File: src/rtl/aes_arbiter.sv
// Two-requester round-robin front end for a single AES core.
// One job in flight: grant -> issue to core -> wait (with timeout) -> respond.
// Keeps a one-entry key cache so the core only reloads its key when it changes.
module aes_arbiter #(
  parameter int unsigned DATA_LEN = 128,
  parameter int unsigned KEY_LEN  = 128,
  parameter int unsigned TIMEOUT  = 64
) (
  input  logic                clk,
  input  logic                reset,
  // requester 0
  input  logic                req0_valid,
  output logic                req0_ready,
  input  logic [DATA_LEN-1:0] req0_plain,
  input  logic [KEY_LEN-1:0]  req0_key,
  // requester 1
  input  logic                req1_valid,
  output logic                req1_ready,
  input  logic [DATA_LEN-1:0] req1_plain,
  input  logic [KEY_LEN-1:0]  req1_key,
  // responses
  output logic                resp0_valid,
  output logic                resp1_valid,
  output logic [DATA_LEN-1:0] resp_data,
  output logic                resp_err,
  output logic                busy,
  // AES core side
  output logic                core_data_valid_in,
  output logic [DATA_LEN-1:0] core_plain_text,
  output logic                core_key_valid_in,
  output logic [KEY_LEN-1:0]  core_cipher_key,
  input  logic                core_data_valid_out,
  input  logic [DATA_LEN-1:0] core_cipher_text
);

  localparam int unsigned CNT_W = 8;
  localparam logic [CNT_W-1:0] CNT_LAST = CNT_W'(TIMEOUT - 1);

  typedef enum logic [1:0] {
    ST_IDLE  = 2'd0,
    ST_ISSUE = 2'd1,
    ST_WAIT  = 2'd2,
    ST_RESP  = 2'd3
  } state_e;

  state_e              state_q, state_d;
  logic [DATA_LEN-1:0] plain_q, plain_d;
  logic [KEY_LEN-1:0]  key_q, key_d;
  logic                id_q, id_d;
  logic                last_q, last_d;
  logic [KEY_LEN-1:0]  cache_key_q, cache_key_d;
  logic                cache_vld_q, cache_vld_d;
  logic [CNT_W-1:0]    cnt_q, cnt_d;
  logic [DATA_LEN-1:0] resp_data_q, resp_data_d;
  logic                resp_err_q, resp_err_d;

  logic any_req_c;
  logic grant_id_c;
  logic key_load_c;
  logic cnt_last_c;

  // Round-robin pick: a lone request wins, a tie goes to the one not served last.
  always_comb begin
    any_req_c  = req0_valid | req1_valid;
    grant_id_c = (req0_valid && req1_valid) ? ~last_q : req1_valid;
  end

  // Key reload needed when the cache is empty or holds a different key.
  always_comb begin
    key_load_c = ~cache_vld_q | (key_q != cache_key_q);
    cnt_last_c = (cnt_q == CNT_LAST);
  end

  // State register.
  always_ff @(posedge clk) begin
    if (reset) begin
      state_q <= ST_IDLE;
    end else begin
      state_q <= state_d;
    end
  end

  // Next-state logic.
  always_comb begin
    state_d = state_q;
    unique case (state_q)
      ST_IDLE: begin
        if (any_req_c) begin
          state_d = ST_ISSUE;
        end
      end
      ST_ISSUE: begin
        state_d = ST_WAIT;
      end
      ST_WAIT: begin
        if (core_data_valid_out || cnt_last_c) begin
          state_d = ST_RESP;
        end
      end
      ST_RESP: begin
        state_d = ST_IDLE;
      end
      default: begin
        state_d = ST_IDLE;
      end
    endcase
  end

  // Outputs decoded from the current state; all forced low during reset.
  always_comb begin
    req0_ready         = 1'b0;
    req1_ready         = 1'b0;
    resp0_valid        = 1'b0;
    resp1_valid        = 1'b0;
    core_data_valid_in = 1'b0;
    core_key_valid_in  = 1'b0;
    busy               = 1'b0;
    if (!reset) begin
      busy = (state_q != ST_IDLE);
      unique case (state_q)
        ST_IDLE: begin
          req0_ready = any_req_c & ~grant_id_c;
          req1_ready = any_req_c &  grant_id_c;
        end
        ST_ISSUE: begin
          core_data_valid_in = 1'b1;
          core_key_valid_in  = key_load_c;
        end
        ST_WAIT: begin
        end
        ST_RESP: begin
          resp0_valid = ~id_q;
          resp1_valid =  id_q;
        end
        default: begin
        end
      endcase
    end
  end

  // Datapath next values: job capture, key cache, timeout counter, response.
  always_comb begin
    plain_d     = plain_q;
    key_d       = key_q;
    id_d        = id_q;
    last_d      = last_q;
    cache_key_d = cache_key_q;
    cache_vld_d = cache_vld_q;
    cnt_d       = cnt_q;
    resp_data_d = resp_data_q;
    resp_err_d  = resp_err_q;
    unique case (state_q)
      ST_IDLE: begin
        if (any_req_c) begin
          plain_d = grant_id_c ? req1_plain : req0_plain;
          key_d   = grant_id_c ? req1_key   : req0_key;
          id_d    = grant_id_c;
          last_d  = grant_id_c;
        end
      end
      ST_ISSUE: begin
        cnt_d       = '0;
        cache_key_d = key_q;
        cache_vld_d = 1'b1;
      end
      ST_WAIT: begin
        cnt_d = cnt_q + CNT_W'(1);
        if (core_data_valid_out) begin
          // A result on the final allowed cycle still counts as success.
          resp_data_d = core_cipher_text;
          resp_err_d  = 1'b0;
        end else if (cnt_last_c) begin
          // Core state is unknown after a timeout, so force a key reload next time.
          resp_data_d = '0;
          resp_err_d  = 1'b1;
          cache_vld_d = 1'b0;
        end
      end
      ST_RESP: begin
      end
      default: begin
      end
    endcase
  end

  // Datapath registers.
  always_ff @(posedge clk) begin
    if (reset) begin
      plain_q     <= '0;
      key_q       <= '0;
      id_q        <= 1'b0;
      last_q      <= 1'b1;
      cache_key_q <= '0;
      cache_vld_q <= 1'b0;
      cnt_q       <= '0;
      resp_data_q <= '0;
      resp_err_q  <= 1'b0;
    end else begin
      plain_q     <= plain_d;
      key_q       <= key_d;
      id_q        <= id_d;
      last_q      <= last_d;
      cache_key_q <= cache_key_d;
      cache_vld_q <= cache_vld_d;
      cnt_q       <= cnt_d;
      resp_data_q <= resp_data_d;
      resp_err_q  <= resp_err_d;
    end
  end

  assign core_plain_text = plain_q;
  assign core_cipher_key = key_q;
  assign resp_data       = resp_data_q;
  assign resp_err        = resp_err_q;

endmodule

File: config.mk
export PLATFORM = sky130hd
export DESIGN_NAME = aes_arbiter
export DESIGN_NICKNAME = d
export VERILOG_FILES = /design/src/rtl/aes_arbiter.sv
export SDC_FILE = /design/constraint.sdc
export NUM_CORES = 1
export LEC_CHECK = 0
export ABC_AREA = 1
export BUFFER_PORTS_ARGS = -buffer_cell sky130_fd_sc_hd__buf_4
export CAP_MARGIN = 20
export CORE_AREA = 4 4 402 404
export CTS_CLUSTER_SIZE = 14
export DETAILED_ROUTE_END_ITERATION = 12
export DIE_AREA = 0 0 406 408
export GPL_TIMING_DRIVEN = 0
export PLACE_DENSITY = 0.34
export SLEW_MARGIN = 20
export SYNTH_ARGS = -nofsm -noshare
export SYNTH_HDL_FRONTEND = slang
export SYNTH_SLANG_ARGS = --single-unit
File: constraint.sdc
create_clock -name clk -period 3.8 [get_ports clk]
set_clock_uncertainty 0.1 [all_clocks]
set_input_delay 0.38 -clock clk [delete_from_list [all_inputs] [get_ports clk]]
set_output_delay 0.38 -clock clk [all_outputs]
set_load 0.01 [all_outputs]
==> results of run 1 <==
==> cell usage after synthesis, drive strengths merged (6+ instances only) <==
master	n	area [µm²]
a21oi	274	1370
a221oi	11	96.3
a31oi	55	344
buf	46	206
clkbuf	169	636
dfxtp	526	10500
inv	167	627
nand2	879	3300
nand3	318	1590
nand4	6	37.5
nor2	164	621
nor3	7	46.3
o21ai	218	1090
o21bai	38	285
o311ai	62	543
xnor2	23	201
xor2	6	52.6
==> layer usage <==
| metal | vias to the layer above | global-route usage |
|---|---|---|
| li1 | 13500 | - |
| met1 | 13500 | 0.239 |
| met2 | 915 | 0.367 |
| met3 | 200 | 0.0488 |
| met4 | 12 | 0.0572 |
| met5 | - | 0 |
==> worst reg2reg max path, cell delays in order (launching register included) <==
cell	delay (ps)
dfxtp_1	330
inv_1	100
ha_1	350
inv_2	70
nor2_2	250
inv_2	130
nor3_4	310
buf_4	190
buf_4	220
clkbuf_1	530
nand2_1	120
o311ai_0	120
dlygate4sd3_1	590
==> worst max-delay path by stage <==
| stage | start | to | slack (ps) | depth (start not counted) |
|---|---|---|---|---|
| 3_3_place_gp | reset | busy | -1330 | 6 |
| 2_1_floorplan | state_q[1]$_SDFFE_PP0P_ | core_key_valid_in | 1770 | 8 |
| 5_1_grt | state_q[1]$_SDFFE_PP0P_ | core_cipher_key[94]$_SDFFE_PP0P_ | 10 | 12 |
| 6_report | core_cipher_key[27]$_SDFFE_PP0P_ | core_key_valid_in | 330 | 10 |
| 3_5_place_dp | reset | busy | -370 | 6 |
| 4_1_cts | state_q[1]$_SDFFE_PP0P_ | core_cipher_key[111]$_SDFFE_PP0P_ | 30 | 12 |
==> registers in the layout, summed over array words and instances, names as in the netlist <==
name	cells
id_q	1
last_q	1
resp_err	1
core_cipher_key	128
cache_vld_q	1
cnt_q	8
cache_key_q	128
core_plain_text	128
state_q	2
resp_data	128
==> timing repair <==
item,4_1_cts,5_1_grt
hold buffers,612,0
setup endpoints to repair,27,35
pin swaps,1,0
buffers inserted,3,0
gates resized for setup,0,13
hold endpoints to repair,385,0
==> logic make-up (layout without fill, tap and decap cells) <==
kind of cell / after synthesis / after routing / synth area share
xor+xnor: 29 / 29 / 0.0117
fa+ha+maj: 5 / 5 / 0.00288
buf+inv: 383 / 2175 / 0.0679
simple gates: 1376 / 1376 / 0.258
compound gates: 664 / 664 / 0.174
other cells: 0 / 27 / 0
flops: 526 / 526 / 0.485
==> through the flow <==
stage,cells,setup WS (ps)
6_report,6874,328
2_1_floorplan,2983,1770
3_3_place_gp,6090,-1330
3_5_place_dp,6097,-368
4_1_cts,6846,27.6
5_1_grt,6862,12.3
==> final cells by class <==
type                       count  area (µm²)  share of cell area
timing repair buffer        1658       14100               0.343
sequential                   526       10500               0.256
multi-input combinational   2074        9700               0.236
tap                         2072        2590              0.0630
clock buffer                 108        2180              0.0531
buffer                       213         875              0.0213
inverter                     168         631              0.0153
clock inverter                28         434              0.0106
antenna                       27        67.6             0.00164
==> where the power goes <==
part / switching [mW] / internal (mW)
clock: 3.14 / 4.52
combinational: 6.90 / 4.46
sequential: 1.43 / 7.05
total: 11.5 / 16.0
==> metrics.md, run 1 <==
| Metric | Value |
|---|---|
| Final Setup Violations | 0 |
| Post-Syn Nets | 3633 |
| Layout cells sized above 1 | 0.256 |
| Port buffer count | roughly 1000 |
| Yosys cell types | 30 |
| Reg2Reg Depth | 12 |
| Critical path required time | 3320 ps |
| Most common cell after layout, fill and taps aside | buf_4 |
| Maximum clock rate | between 0.2 and 0.3 GHz |
| Die footprint | roughly 170000 µm² |
| HPWL Detailed | 141 mm |
| RePlAce Congestion | 0.871 |
| Max-slew violations | 0 |
| Max cap viols | 0 |
| Min Tclk post-route | between 3000 and 4000 ps |
| Drt wl/cell | 25.5 µm |
| Tot Pwr | 27.5 mW |
| Top Family by Delay on Critical Path | simple AND/OR/NAND/NOR gates |
| Tightest Hold Check Type | in2reg |
| Placement Cell Area | about 32000 µm² |
| Routed WL | 175 mm |
| DRT met1 WL | 71.2 mm |
| Worst reg2reg startpoint | state_q[0]$_SDFFE_PP0P_ |
| Largest net degree at the start of global routing | 20 |
| CP max stage cell | dfxtp_1 |
| Metal3 WL | 10.8 mm |
| Unrepaired setup endpoints after global routing | no |
| Syn Std Cell Area | 21700 µm² |
| WHS Path Cells | 4 |
| EDFF count, synth | 0 |
| Mapped Cells | 2983 |
| Final period util | 0.914 |
| Synth warnings | 0 |
| Syn-to-layout area delta | 89.5% |
| Fin Hold WS | 78.3 ps |
| Hold_sp | req0_plain[83] |
| Clock Path Buffers | 3 |
| Worst rel slew slack | 0.266 |
| Gr ovfl total | 0 |
| Buffer and inverter count on the worst path | 1 |
| Non-Filler Cell Area, Final | between 40000 and 50000 µm² |
| Detailed Routing Iterations Pass 1 | 5 |
| Worst vdd ir | 0.381 mV |
| Pleak | around 18 nW |
| Drc violations | 0 |
| Clk root buf | clkbuf_16 |
| Status | finished, final reports clean |
| Fin nets | 5369 |
| Starting density of the core | 0.137 |
| Number of global-route vias before repair | 29100 |
| Crit Path Max Fanout | 5 |
| Fin. Hold Viols | 0 |
| FF+latch count, synth | 526 |
| Post-synthesis async set-or-reset flop share | 0 |
| Vias | 28100 |
| Worst-path clk slew | 50 ps |
| Top FF cell, synth | dfxtp_1 |
| Htree depth | 3 |
| Fillers | approximately 18000 |
| Seq/Total Area, Yosys | 0.485 |
| Arrival time at the worst endpoint | 2990 ps |
| Worst setup EP type | output port |
| Die width | 406 µm |
| FF-to-FF End | core_cipher_key[105]$_SDFFE_PP0P_ |
| CTS Buf Count | 78 |
| PD cells | ~670 nW/µm² |
| CP Class | reg2out |
| Worst path cell trace | o21ai_0, nor2_1, nand2_1, nor2_1, nand2_1, nor2_1, nand3_1, nor2_1, nor2_1, buf_4 |
| Core area | 158000 µm² |
| ANT nets after route | 0 |
| Tot GR Track Use | 0.204 |
| Critical path startpoint category | flop |
| Via density | 4.08 |
| Worst-Margin Slew | roughly 1100 ps |
| Die H | 408 µm |
| IO Pins | 1037 |
| Final setup TNS | 0 ps |
| Initial DRC count | 1475 |
| Worst stage delay on the critical path | about 740 ps |
| Core Util, Final | 0.261 |
| Clock sinks | between 500 and 600 |
| First-pass GRT wire length | about 240 mm |
| Antenna violations before repair | 42 |
| CP dominant cell by count | nor2_1 |
| DR WL met2 | 87.6 mm |
| Commonest cells after routing, fill and taps aside | buf_4, nand2_1, dlygate4sd3_1, dfxtp_1, nand3_1 |
| DR top layer | met5 |
| CTS tree | yes |
| R2R Setup Slk | around 330 ps |
| Clock Latency Late Sink | 670 ps |
| Worst Hold Path EP | core_plain_text[83]$_SDFFE_PP0P_ |
| Row count | 146 |
| Post-synthesis average cell area | 7.27 µm² |
Power figures use the tool's default switching activity.
==> inputs of run 2 (changes only) <==
- CORE_AREA: 4 4 402 404 -> 2 2 400 402
- DIE_AREA: 0 0 406 408 -> 0 0 402 404
==> metrics.md, run 2 (same netlist as run 1, synthesis figures left out) <==
| Metric | Value |
|---|---|
| Status | finished, final reports clean (unchanged) |
| Fin nets | 5366 (was 5369) |
| Die footprint | 162000 µm² (was 166000 µm²) |
| Area of the multi-input gates | 9700 µm² (about the same) |
| Worst stage delay on the critical path | 580 ps (was 740 ps) |
| Fin. Hold Viols | 0 (unchanged) |
| Core Util, Final | 0.261 (about the same) |
| Worst setup EP type | flop (was output port) |
| Vias | 28300 (was 28100) |
| Drc violations | 0 (unchanged) |
| Pleak | 17.5 nW (about the same) |
| Detailed Routing Iterations Pass 1 | 5 (unchanged) |
| Drt wl/cell | 25.5 µm (about the same) |
| CP max stage cell | buf_2 (was dfxtp_1) |
| Syn-to-layout area delta | 89.5% (about the same) |
| CP Class | reg2reg (was reg2out) |
| Crit Path Max Fanout | 10 (was 5) |
| ANT nets after route | 0 (unchanged) |
| Path length in cells of the critical path | 11 (was 10) |
| IO Pins | 1037 (unchanged) |
| Maximum clock rate | 0.277 GHz (was 0.288 GHz) |
| Row count | 146 (unchanged) |
| Final Setup Violations | 0 (unchanged) |
| Final period util | 0.951 (was 0.914) |
| Htree depth | 3 (unchanged) |
| Worst reg2reg startpoint | state_q[1]$_SDFFE_PP0P_ (was state_q[0]$_SDFFE_PP0P_) |
| HPWL Detailed | 141 mm (about the same) |
| Reg2Reg Depth | 11 (was 12) |
| Arrival time at the worst endpoint | 4130 ps (was 2990 ps) |
| R2R Setup Slk | 180 ps (was 330 ps) |
| Routed WL | 175 mm (about the same) |
| Fin Hold WS | 78.0 ps (was 78.3 ps) |
| Sequential cell area | 10500 µm² (unchanged) |
| Tightest Hold Check Type | in2reg (unchanged) |
| Clock Path Buffers | 3 (unchanged) |
| Gr ovfl total | 0 (unchanged) |
| PD cells | 671 nW/µm² (was 669 nW/µm²) |
| CTS tree | yes (unchanged) |
| Critical path startpoint category | flop (unchanged) |
| Buffer and inverter count on the worst path | 6 (was 1) |
| Core area | 158000 µm² (unchanged) |
| First-pass GRT wire length | 235 mm (was 237 mm) |
| Die H | 404 µm (was 408 µm) |
| Top Family by Delay on Critical Path | buffers and inverters (was simple AND/OR/NAND/NOR gates) |
| Worst rel slew slack | 0.270 (was 0.266) |
| Placed Cells | 6097 (unchanged) |
| Critical Path Start | state_q[1]$_SDFFE_PP0P_ (was core_cipher_key[27]$_SDFFE_PP0P_) |
| Clk root buf | clkbuf_16 (unchanged) |
| Port buffer count | 1035 (unchanged) |
| Layout cells sized above 1 | 0.257 (was 0.256) |
| Placement Cell Area | 32300 µm² (about the same) |
| Worst-path clk slew | 60 ps (was 50 ps) |
| Number of global-route vias before repair | 28500 (was 29100) |
| Antenna violations before repair | 54 (was 42) |
| Max cap viols | 0 (unchanged) |
| Die width | 402 µm (was 406 µm) |
| Worst path cell trace | inv_1, ha_1, inv_2, nor2_2, inv_2, nor2_1, buf_2, buf_2, nand2_1, a31oi_1, dlygate4sd3_1 (was o21ai_0, nor2_1, nand2_1, nor2_1, nand2_1, nor2_1, nand3_1, nor2_1, nor2_1, buf_4) |
| Worst vdd ir | 0.392 mV (was 0.381 mV) |
| Non-Filler Cell Area, Final | 41100 µm² (about the same) |
| Fillers | 17800 (about the same) |
| CP endpoint | core_cipher_key[40]$_SDFFE_PP0P_ (was core_key_valid_in) |
| Critical path required time | 4320 ps (was 3320 ps) |
| Final Non-Filler Cells | 6877 (was 6874) |
| Hold_sp | req0_plain[92] (was req0_plain[83]) |
| Most common cell after layout, fill and taps aside | buf_4 (unchanged) |
| Largest net degree at the start of global routing | 14 (was 20) |
| Tot GR Track Use | 0.208 (was 0.204) |
| Min Tclk post-route | 3620 ps (was 3470 ps) |
| Starting density of the core | 0.137 (unchanged) |
| Clock Latency Late Sink | 690 ps (was 670 ps) |
| Clock sinks | 526 (unchanged) |
| RePlAce Congestion | 0.908 (was 0.871) |
| Initial DRC count | 1732 (was 1475) |
| Max-slew violations | 0 (unchanged) |
| Commonest cells after routing, fill and taps aside | buf_4, nand2_1, dlygate4sd3_1, dfxtp_1, nand3_1 (unchanged) |
| FF-to-FF End | core_cipher_key[40]$_SDFFE_PP0P_ (was core_cipher_key[105]$_SDFFE_PP0P_) |
| Via density | 4.11 (was 4.08) |
| Unrepaired setup endpoints after global routing | no (unchanged) |
| CTS Buf Count | 77 (was 78) |
| Worst-Margin Slew | 1100 ps (about the same) |
-- run 2: cell types whose count changed in the layout (fill, tap and decap cells not counted), sizes merged --
cell,before,now
clkdlybuf4s15,0,1
dlygate4sd3,612,610
diode,27,29
clkinv,17,19
bufinv,7,5
clkbuf,280,278
buf,1087,1091
-- run 2: worst min-delay path: cells and delay by family --
family	cells	cell delay [ps]
AO/OA/AOI/OAI	3	320
buffers and inverters	1	80
-- run 2: metrics by stage --
step,worst slack (ps),power (mW),setup TNS (ps)
after floorplan,1770,12.6,0
after global placement,-1370,19.0,-61540
after detailed placement,-267,19.1,-1440
after CTS,39.3,28.1,0
after global routing,4.12,29.2,0
final,184,27.6,0
-- run 2: layer usage --
| layer | vias up | track usage | part of all wire |
|---|---|---|---|
| li1 | 13500 | - | - |
| met1 | 13600 | 0.247 | 0.41 |
| met2 | 971 | 0.369 | 0.50 |
| met3 | 204 | 0.0494 | 0.061 |
| met4 | 30 | 0.0619 | 0.031 |
| met5 | - | 0 | 0.0011 |
-- run 2: what timing repair did --
action                     in CTS  in global routing
pin swaps                       1                  0
hold endpoints to repair      385                  0
gates resized for setup         1                  6
buffers inserted                3                  0
setup endpoints to repair      31                  8
hold buffers                  610                  0
-- run 2: worst min-delay path by stage --
stage                                             end  slack (ps)  depth (start not counted)
global route        core_plain_text[100]$_SDFFE_PP0P_          40                          4
finish               core_plain_text[92]$_SDFFE_PP0P_          80                          4
global placement                  last_q$_SDFFE_PP1P_         350                          2
floorplan                         last_q$_SDFFE_PP1P_         330                          2
detailed placement              resp_err$_SDFFE_PP0P_         350                          2
CTS                  core_plain_text[72]$_SDFFE_PP0P_           2                          4
-- run 2: area by class of cell --
cell class,instances,share of cell area
Inverter,168,0.0153
Timing Repair Buffer,1656,0.342
Sequential cell,526,0.256
Tap cell,2072,0.0630
Clock inverter,28,0.00925
Clock buffer,111,0.0551
Buffer,213,0.0211
Antenna cell,29,0.00176
Multi-Input combinational cell,2074,0.236
-- run 2: power breakdown --
part	leakage (nW)	internal, mW	total [mW]	switching [mW]
sequential	4.31	7.05	8.52	1.46
clock	1.30	4.52	7.69	3.17
combinational	11.9	4.44	11.4	6.94
total	17.5	16.0	27.6	11.6
==> inputs of run 3 (changes only) <==
- GPL_TIMING_DRIVEN: 0 -> not set
==> metrics.md, run 3 (same netlist as run 1, synthesis figures left out) <==
| Metric | Value |
|---|---|
| Reg power frac | 0.313 (was 0.309) |
| Starting density of the core | 0.137 (unchanged) |
| Fin. Hold Viols | 0 (unchanged) |
| Top Family by Delay on Critical Path | buffers and inverters (unchanged) |
| Drt wl/cell | 22.3 µm (was 25.5 µm) |
| Fillers | 17600 (was 17800) |
| Clock Path Buffers | 3 (unchanged) |
| Max-slew violations | 0 (unchanged) |
| Switching Fraction | 0.400 (was 0.419) |
| Critical path startpoint category | flop (unchanged) |
| Unrepaired setup endpoints after global routing | no (unchanged) |
| Arrival time at the worst endpoint | 2980 ps (was 4130 ps) |
| Via density | 4.03 (was 4.11) |
| Clock share of power | 0.273 (was 0.279) |
| IO Pins | 1037 (unchanged) |
| Worst rel slew slack | 0.278 (was 0.270) |
| Largest net degree at the start of global routing | 192 (was 14) |
| Clock Latency Late Sink | 670 ps (was 690 ps) |
| Routed WL | 150 mm (was 175 mm) |
| Vias | 27100 (was 28300) |
| Final Setup Violations | 0 (unchanged) |
| Min Tclk post-route | 3460 ps (was 3620 ps) |
| Post-cts resize count | 0 (was 1) |
| Die footprint | 162000 µm² (unchanged) |
| Buffer and inverter count on the worst path | 5 (was 6) |
| FF-to-FF End | core_plain_text[18]$_SDFFE_PP0P_ (was core_cipher_key[40]$_SDFFE_PP0P_) |
| CP Class | reg2out (was reg2reg) |
| HPWL Detailed | 112 mm (was 141 mm) |
| WHS Path Cells | 3 (was 4) |
| Detailed Routing Iterations Pass 1 | 5 (unchanged) |
| Comb pwr share | 0.414 (was 0.413) |
| Tightest Hold Check Type | in2reg (unchanged) |
| Die width | 402 µm (unchanged) |
| Final setup TNS | 0 ps (unchanged) |
| P_int | 15.9 mW (was 16.0 mW) |
| Worst stage delay on the critical path | 440 ps (was 580 ps) |
| Fin nets | 5216 (was 5366) |
| Final period util | 0.911 (was 0.951) |
| Tot GR Track Use | 0.178 (was 0.208) |
| Worst vdd ir | 0.459 mV (was 0.392 mV) |
| Status | finished, final reports clean (unchanged) |
| Worst-path clk slew | 60 ps (about the same) |
| Core area | 158000 µm² (unchanged) |
| R2R Setup Slk | 560 ps (was 180 ps) |
| Max cap viols | 0 (unchanged) |
| CTS tree | yes (unchanged) |
| Reg2Reg Depth | 11 (unchanged) |
| Critical path required time | 3320 ps (was 4320 ps) |
| Die H | 404 µm (unchanged) |
| Number of global-route vias before repair | 27400 (was 28500) |
| Drc violations | 0 (unchanged) |
| Gr ovfl total | 0 (unchanged) |
| Most common cell after layout, fill and taps aside | buf_4 (unchanged) |
| PD cells | 651 nW/µm² (was 671 nW/µm²) |
| Worst path cell trace | nand2_1, nand2_1, buf_4, inv_1, buf_4, nor3_4, buf_12, buf_4 (was inv_1, ha_1, inv_2, nor2_2, inv_2, nor2_1, buf_2, buf_2, nand2_1, a31oi_1, dlygate4sd3_1) |
| Antenna violations before repair | 44 (was 54) |
| CTS Buf Count | 78 (was 77) |
| Pleak | 17.5 nW (about the same) |
| CP endpoint | req0_ready (was core_cipher_key[40]$_SDFFE_PP0P_) |
| Path length in cells of the critical path | 8 (was 11) |
| Worst-Margin Slew | 1080 ps (was 1100 ps) |
| Syn-to-layout area delta | 87.6% (was 89.5%) |
| Layout cells sized above 1 | 0.264 (was 0.257) |
| Worst setup EP type | output port (was flop) |
| Crit Path Max Fanout | 73 (was 10) |
| ANT nets after route | 0 (unchanged) |
| CP max stage cell | buf_4 (was buf_2) |
| Worst reg2reg startpoint | last_q$_SDFFE_PP1P_ (was state_q[1]$_SDFFE_PP0P_) |
| Switch Pwr | 10.6 mW (was 11.6 mW) |
| Maximum clock rate | 0.289 GHz (was 0.277 GHz) |
| Core Util, Final | 0.258 (was 0.261) |
| Critical Path Start | last_q$_SDFFE_PP1P_ (was state_q[1]$_SDFFE_PP0P_) |
| Clock sinks | 526 (unchanged) |
| CP dominant cell by count | buf_4 |
| Port buffer count | 1036 (was 1035) |
| Row count | 146 (unchanged) |
| Initial DRC count | 1314 (was 1732) |
| RePlAce Congestion | 0.856 (was 0.908) |
| Clk root buf | clkbuf_16 (unchanged) |
| First-pass GRT wire length | 208 mm (was 235 mm) |
| Commonest cells after routing, fill and taps aside | buf_4, nand2_1, dlygate4sd3_1, dfxtp_1, nand3_1 (unchanged) |
| Htree depth | 3 (unchanged) |
[run 3: changes by cell type in the layout (fill, tap and decap cells not counted), sizes merged]
cell | before | now
clkdlybuf4s15 | 1 | 0
clkinvlp | 2 | 4
diode | 29 | 24
clkbuf | 278 | 115
inv | 170 | 171
bufinv | 5 | 1
clkinv | 19 | 13
dlygate4sd3 | 610 | 627
[run 3: repair_timing]
| action | 4_1_cts | 5_1_grt |
|---|---|---|
| setup buffers | 0 | 0 |
| hold buffers | 627 | 0 |
| hold endpoints to repair | 385 | 0 |
[run 3: worst min-delay path by stage]
stage                                startpoint                                to  slack, ps
after floorplan             last_q$_SDFFE_PP1P_               last_q$_SDFFE_PP1P_        330
after global placement    resp_err$_SDFFE_PP0P_             resp_err$_SDFFE_PP0P_        350
after detailed placement  resp_err$_SDFFE_PP0P_             resp_err$_SDFFE_PP0P_        360
after CTS                        req0_plain[85]  core_plain_text[85]$_SDFFE_PP0P_          6
after global routing               req1_key[58]  core_cipher_key[58]$_SDFFE_PP0P_         20
final                              req1_key[58]  core_cipher_key[58]$_SDFFE_PP0P_         50
[run 3: metrics by stage]
step,area [µm²],hold WS [ps],cells,setup WS [ps],power [mW]
2_1_floorplan,21700,329,2983,1770,12.6
3_3_place_gp,31900,352,5931,778,18.2
3_5_place_dp,31900,357,5931,777,18.2
4_1_cts,40600,6.35,6694,188,27.2
5_1_grt,40700,16.3,6710,88.3,28.4
6_report,40700,48.5,6718,340,26.5
[run 3: tightest hold or removal path: stages]
cell and delay (ps):
buf_4 140, nand2_1 160, a31oi_1 100
[run 3: per-layer routing]
metal  vias to the layer above  routed length [µm]  track usage
li1                      13100                   -            -
met1                     12900               62300        0.213
met2                       848               73000        0.307
met3                       190                9810       0.0501
met4                        36                4460       0.0540
met5                         -                 215            0
[run 3: power by group through the flow]
stage	Combinational [mW]	Sequential, mW	Clock (mW)
after floorplan	4.23	8.41	0
after global placement	9.84	8.39	0
after detailed placement	9.82	8.42	0
after CTS	11.3	8.31	7.56
after global routing	12.1	8.50	7.77
final	11.0	8.29	7.24
[run 3: layout make-up]
cell class	count	area, µm²	share of cell area
antenna	24	60.1	0.00148
inverter	168	651	0.0160
timing repair buffer	1718	14600	0.360
sequential	526	10500	0.259
multi-input combinational	2074	9750	0.239
clock buffer	115	2230	0.0548
tap	2072	2590	0.0637
clock inverter	21	246	0.00605
